### src/rtl/acc_column.sv
// acc_column: column accumulator behind the bottom PE of one systolic-array column.
// Valid partial sums are added in place into a DEPTH-entry buffer, so several
// weight tiles accumulate into the same entries. A drain request streams the
// buffer out in order over valid/ready and zeroes each entry as it is read.
// Optional build macro: ACC_SATURATE_EN -- when defined, the accumulate add
// saturates at the signed limits of ACC_WIDTH instead of wrapping.
module acc_column #(
  parameter int DEPTH      = 16,
  parameter int ADDR_WIDTH = 4,
  parameter int SUM_WIDTH  = 16,
  parameter int ACC_WIDTH  = 24
) (
  input  logic                 clk,
  input  logic                 reset,
  input  logic [SUM_WIDTH-1:0] sumin,
  input  logic                 activein,
  input  logic                 drain,
  output logic [ACC_WIDTH-1:0] dout,
  output logic                 dout_valid,
  input  logic                 dout_ready,
  output logic                 busy,
  output logic                 pass_done,
  output logic                 err
);

  typedef enum logic [1:0] {
    IDLE  = 2'd0,
    FILL  = 2'd1,
    DRAIN = 2'd2
  } state_t;

  localparam logic [ADDR_WIDTH-1:0] LAST_ADDR = ADDR_WIDTH'(DEPTH - 1);

  state_t                state;
  logic [ADDR_WIDTH-1:0] wr_ptr;
  logic [ADDR_WIDTH-1:0] rd_ptr;
  logic [ADDR_WIDTH-1:0] rd_ptr_next;
  logic [ACC_WIDTH-1:0]  mem [DEPTH];

  logic [ACC_WIDTH-1:0]  sum_ext;
  logic [ACC_WIDTH-1:0]  cur_entry;
  logic [ACC_WIDTH-1:0]  add_result;
  logic                  wr_en;
  logic                  clr_en;

  // Writes are only accepted while not draining; a sample in DRAIN is dropped.
  assign wr_en       = activein && (state != DRAIN);
  assign clr_en      = (state == DRAIN) && dout_valid && dout_ready;
  assign rd_ptr_next = rd_ptr + 1'b1;
  assign sum_ext     = {{(ACC_WIDTH - SUM_WIDTH){sumin[SUM_WIDTH-1]}}, sumin};
  assign cur_entry   = mem[wr_ptr];
  assign busy        = (state != IDLE);

`ifdef ACC_SATURATE_EN
  logic [ACC_WIDTH:0] raw_sum;

  // Saturating add: one guard bit exposes signed overflow, then clamp to the rail
  // indicated by the true (guard) sign.
  always_comb begin
    raw_sum    = {cur_entry[ACC_WIDTH-1], cur_entry} + {sum_ext[ACC_WIDTH-1], sum_ext};
    add_result = raw_sum[ACC_WIDTH-1:0];
    if (raw_sum[ACC_WIDTH] != raw_sum[ACC_WIDTH-1]) begin
      if (raw_sum[ACC_WIDTH]) begin
        add_result = {1'b1, {(ACC_WIDTH - 1){1'b0}}};
      end else begin
        add_result = {1'b0, {(ACC_WIDTH - 1){1'b1}}};
      end
    end
  end
`else
  // Wrapping two's-complement add, modulo 2^ACC_WIDTH.
  always_comb begin
    add_result = cur_entry + sum_ext;
  end
`endif

  // Buffer storage: accumulate at wr_ptr, clear at rd_ptr on each accepted beat.
  always_ff @(posedge clk) begin
    if (reset) begin
      for (int i = 0; i < DEPTH; i++) begin
        mem[i] <= '0;
      end
    end else if (wr_en) begin
      mem[wr_ptr] <= add_result;
    end else if (clr_en) begin
      mem[rd_ptr] <= '0;
    end
  end

  // Control FSM with registered stream outputs, pass pulse and sticky error.
  always_ff @(posedge clk) begin
    if (reset) begin
      state      <= IDLE;
      wr_ptr     <= '0;
      rd_ptr     <= '0;
      dout       <= '0;
      dout_valid <= 1'b0;
      pass_done  <= 1'b0;
      err        <= 1'b0;
    end else begin
      pass_done <= 1'b0;
      case (state)
        IDLE: begin
          // A sample beats a simultaneous drain request; the drain is dropped.
          if (activein) begin
            wr_ptr <= wr_ptr + 1'b1;
            state  <= FILL;
          end else if (drain) begin
            rd_ptr     <= '0;
            dout       <= mem[0];
            dout_valid <= 1'b1;
            state      <= DRAIN;
          end
        end
        FILL: begin
          // Gaps in activein simply hold wr_ptr; drain has no effect here.
          if (activein) begin
            if (wr_ptr == LAST_ADDR) begin
              wr_ptr    <= '0;
              pass_done <= 1'b1;
              state     <= IDLE;
            end else begin
              wr_ptr <= wr_ptr + 1'b1;
            end
          end
        end
        DRAIN: begin
          if (activein) begin
            err <= 1'b1;
          end
          // dout only moves on an accepted beat, so it holds under back-pressure.
          if (dout_valid && dout_ready) begin
            if (rd_ptr == LAST_ADDR) begin
              rd_ptr     <= '0;
              dout       <= '0;
              dout_valid <= 1'b0;
              state      <= IDLE;
            end else begin
              rd_ptr <= rd_ptr_next;
              dout   <= mem[rd_ptr_next];
            end
          end
        end
        default: begin
          state      <= IDLE;
          dout_valid <= 1'b0;
        end
      endcase
    end
  end

endmodule

### config.mk
export PLATFORM = sky130hd
export DESIGN_NAME = acc_column
export DESIGN_NICKNAME = d
export VERILOG_FILES = /design/src/rtl/acc_column.sv
export SDC_FILE = /design/constraint.sdc
export NUM_CORES = 1
export LEC_CHECK = 0
export ABC_AREA = 1
export CORE_MARGIN = 4
export CORE_UTILIZATION = 25
export CTS_CLUSTER_SIZE = 16
export DETAILED_ROUTE_END_ITERATION = 8
export SYNTH_ARGS = -nofsm -noshare
export SYNTH_HDL_FRONTEND = slang
export SYNTH_SLANG_ARGS = --single-unit
### constraint.sdc
create_clock -name clk -period 8 [get_ports clk]
set_clock_uncertainty 0.1 [all_clocks]
set_input_delay 1.2 -clock clk [delete_from_list [all_inputs] [get_ports clk]]
set_output_delay 1.2 -clock clk [all_outputs]
set_load 0.01 [all_outputs]
After elaboration in Yosys (flattened, before gate mapping)
Memory sizes are Yosys's and may differ from the RTL's. A register that Yosys moved wholly into a read port is not among the register bits.
Index checks and enable logic that the tools add are counted.
Widths: inputs -> output; s select.

word-level totals
  output and inout bits = 28
  bits in latches = 0
  bits in registers = 37
  bits in read-only memories = 0
  word-level logic and storage cells = 86
  RAM bits = 384
  input port bits = 21
  memories = 1

memories
  memory  words  bits a word  rd ports  clocked after Yosys merged registers in  wr ports  line  text
  mem     16     24           3         1                                        16        38    logic [ACC_WIDTH-1:0] mem [DEPTH];

cells by class
  eq/ne operators = 13
  add/subtract/negate cells = 3
  muxes and demuxes = 44
  reduce and logical (&&, ||, !) cells = 16
  magnitude comparators = 0
  divide/modulo/power cells = 0
  shift-type cells = 0
  multiply operators = 0
  bitwise logic cells = 2

operator list
  cell                 number
  $mux 24              6
  $pmux 24 s2          1
  $reduce_or 24->1     2
  $mux 4               11
  $add 24x24->24       1
  $mux 1               16
  $pmux 4 s2           2
  $mux 2               6
  $ne 2x2->1 const B   6
  $reduce_and 5->1     2
  $add 4x1->4 const B  2
  $eq 4x4->1 const B   2
  $pmux 2 s3           1
  $reduce_bool 2->1    3
  $logic_and 1x1->1    4
  $ne 2x1->1 const B   2
  $reduce_and 4->1     1
  $ne 3x3->1 const B   1
  $pmux 1 s3           1
  $reduce_and 3->1     1
  $reduce_or 3->1      1
  $eq 2x1->1 const B   1
  $eq 2x2->1 const B   1
  $logic_not 2->1      1
  other kinds (2)      3

Depth between registers and ports, before layout
  depth after elaboration = 9
  gate-level depth with buffers = 23
  depth with buffers taken out = 19

Least setup slack after synthesis
OpenSTA, ideal clock, no wires.

  path kind = reg2reg
  start = register with a tool-made name
  end = memory mem[10][12] (data pin)
  slack = 4305 ps
  required time = 7634 ps
  buffers on the path = 4
  arrival = 3329 ps
  period minus slack after synthesis = 3695 ps
  library setup time = 266 ps
  cell stages (with the launch flop) = 21
  cells stage by stage = dfxtp_1 -> inv_1 -> clkbuf_1 -> clkbuf_1 -> buf_1 -> nand2_1 -> o211ai_1 -> nand3_1 -> nand3_1 -> nand2_1 -> ha_1 -> fa_1 -> nand2_1 -> nand2_1 -> and2_1 -> a21o_1 -> nand2_1 -> nand3b_1 -> nand3_1 -> clkbuf_1 -> nor2_1

RTL lines
  what              line
  end: declaration  38

==> flow_summary.toml <==
[run_status]
status = "complete, no violations"

[cells_and_area]
drive_above_1_share_pct = 6.29
fin_cells = 4067
ff_latch_area_um2 = 12400
layout_common_cells = "nor2_1, edfxtp_1, nand2_1"
nets = 2819
final_common_cell = "nor2_1"
fin_area_um2 = 27000
final_util_pct = 28.8
area_growth_syn_to_layout_pct = 13.8
insertedDiodeCount = 0
multi_input_area_um2 = 9480
fill_cells = 9983

[cts]
ctsHoldBuffers = 0
htree_num_levels = 2
cts.path.max_buffers = 3
root_buffer = "clkbuf_16"
clk_pin_slew_ns = 0.06
cts_sinks = 425
cts_resized = 0
cts_tree = "done"
clk-insertion-delay-late_ns = 0.61
numCtsBuffers = 49
post_cts_buffers = 0

[placement]
place_hpwl_mm = 51.8
gp_congestion = 0.878
placed_area_um2 = 25200
dp_cells = 3975
port_buffers = 48

[critical_path]
startpoint_type = "flip-flop"
required_ns = 8.30
cpPeakStageDelay_ns = 0.86
arrival_ns = 5.83
crit_slowest_cell = "inv_6"
crit_chain = "inv_6 -> buf_4 -> a21oi_1 -> o21ai_0 -> nand3_1 -> nand3_1 -> nand2_1 -> ha_1 -> or2_2 -> and2_1 -> a21o_1 -> nand2_1 -> nand2_1 -> nand2_1 -> nand3_1 -> nor2_1"
crit_type = "flip-flop to flip-flop"
path_max_fanout = 144
critical_path.most_common_cell = "nand2_1"
end_kind = "flip-flop"

[grt]
grtUsageMet3_pct = 2.18
use_met2_pct = 25.6
top_usage_layer = "met2"
grt_pass1_vias = 19400
overflow = 0
antenna_found_initial = 0
grt_util_all_layers_pct = 16.0
grt_first_pass_wirelength_mm = 122
grt_max_degree = 145
use_met1_pct = 20.3

[synth]
synth_fp_nets = 2906
synthesis.instances = 2859
yosys_warnings = 0
ys_ff_latch = 425
syn-cell-area_um2 = 23700
netlist_top_cells_area = "edfxtp_1, a21oi_1, nand3_1, nor2_1, o21ai_0"
ys_seq_area_share_pct = 52.1
synth_edf_count = 384
yosysTopAreaCellShare_pct = 48.7
avgSynthCellArea_um2 = 8.29
synthArstFlopShare_pct = 0
synth_ff_type = "edfxtp_1"
synth_cell_types = 40
synth_area_leader_cell = "edfxtp_1"

[hold_path]
worst_hold_path_type = "flip-flop to flip-flop"

[power_and_ir_drop]
p_leak_uw = 0.0100
p_total_uw = 6850
p_per_area_nw_per_um2 = 254
vdd.ir_drop.worst_uv = 155

[detailed_routing]
viasPerCell = 5.13
final_antenna_net_count = 0
first_pass_iters = 6
vias = 20900
detail_route.iter0.violations = 2523
totalWireLength_mm = 82.0
drc = 0
post_drt_wl_per_cell_um = 20.2

[floorplan]
core_region_area_um2 = 93600
die_area_um2 = 99700
ioPinCount = 49
die_w_um = 316
rows = 112
initial_utilization_pct = 25.3
die_y_um = 316

[sta]
rsz0062_at_grt = "no"
final_max_slew_viol_count = 0
timing_hold_violations_final = 0
fin_tns_setup_ns = 0
fin_crit_ns = 5.53
relSlewSlack_pct = 13.3
finalSetupViolCount = 0
fin_crit_sh_pct = 69.1
tightestPinTransition_ns = 1.30
max_freq_mhz = 181

[run]
cap_violations = 0
-- worst paths after layout --
path / startpoint / to / slack (ns) / cells past startpoint
worst max-delay path: flip-flop / mem[1][12] / 2.47 / 16
worst min-delay path: err / err / 0.38 / 1
worst max register to register: flip-flop / mem[1][12] / 2.47 / 16
worst min register to register: err / err / 0.38 / 1
-- worst max-delay path: cells and delay by family, from the launching register on --
kind | cells | cell delay, ns
and+or+nand+nor | 10 | 2.32
adders and majority gates | 1 | 0.36
buffers and inverters | 2 | 1.43
DFF | 1 | 0.55
AOI/OAI and AO/OA | 3 | 0.44
-- logic make-up (layout without fill, tap and decap cells) --
group,Yosys count,in the layout,share of synthesized area [%]
simple gates,1144,1144,20.6
compound gates,771,771,17.6
buf+inv,489,443,8.13
flops,425,425,52.1
fa+ha+maj,26,26,1.40
xor+xnor,4,4,0.148
-- synthesized netlist by cell type (4+ instances only) --
master and count:
a21oi_1 332, clkbuf_1 165, or2_2 4, nand2_2 12, inv_2 7, o21ai_1 12
edfxtp_1 384, o21ai_0 303, buf_1 25, buf_6 7, nor2_1 428, buf_2 25
nand2_1 340, nand4_1 7, dfxtp_1 41, nor2_4 7, o211ai_1 113, ha_1 25
nand3_1 330, inv_1 255
-- cell type report --
class                   instances  area share [%]
flip-flops and latches        425            45.9
multi-input cells            1945            35.2
well taps                    1254            5.82
clock buffers                  60            5.17
inverters                     266            3.75
repair buffers                 85            2.81
clock inverters                32            1.41
-- registers in the layout, indices dropped and copies added, names as in the netlist, named ones only --
signal / cells
mem: 384
dout: 24
rd_ptr: 4
wr_ptr: 4
state: 2
dout_valid: 1
err: 1
pass_done: 1
-- where the power goes --
part | internal [µW] | total [µW] | switching, µW
Sequential | 2530 | 2600 | 71.4
Combinational | 413 | 1760 | 1350
Clock | 1500 | 2480 | 981
Total | 4450 | 6850 | 2400
-- layer usage --
layer  wire length (µm)  up-vias
met1              31700     9917
met3               6760      213
met5                  0        -
li1                   -     9662
met4               5830        0
met2              37800     1076
-- per-stage QoR --
stage          setup WS, ns  hold slack [ns]
2_1_floorplan          4.31            0.376
3_3_place_gp           2.43            0.370
3_5_place_dp           2.43            0.369
4_1_cts                2.66            0.383
5_1_grt                2.19            0.416
6_report               2.47            0.377
(Power assumes the default switching activity.)
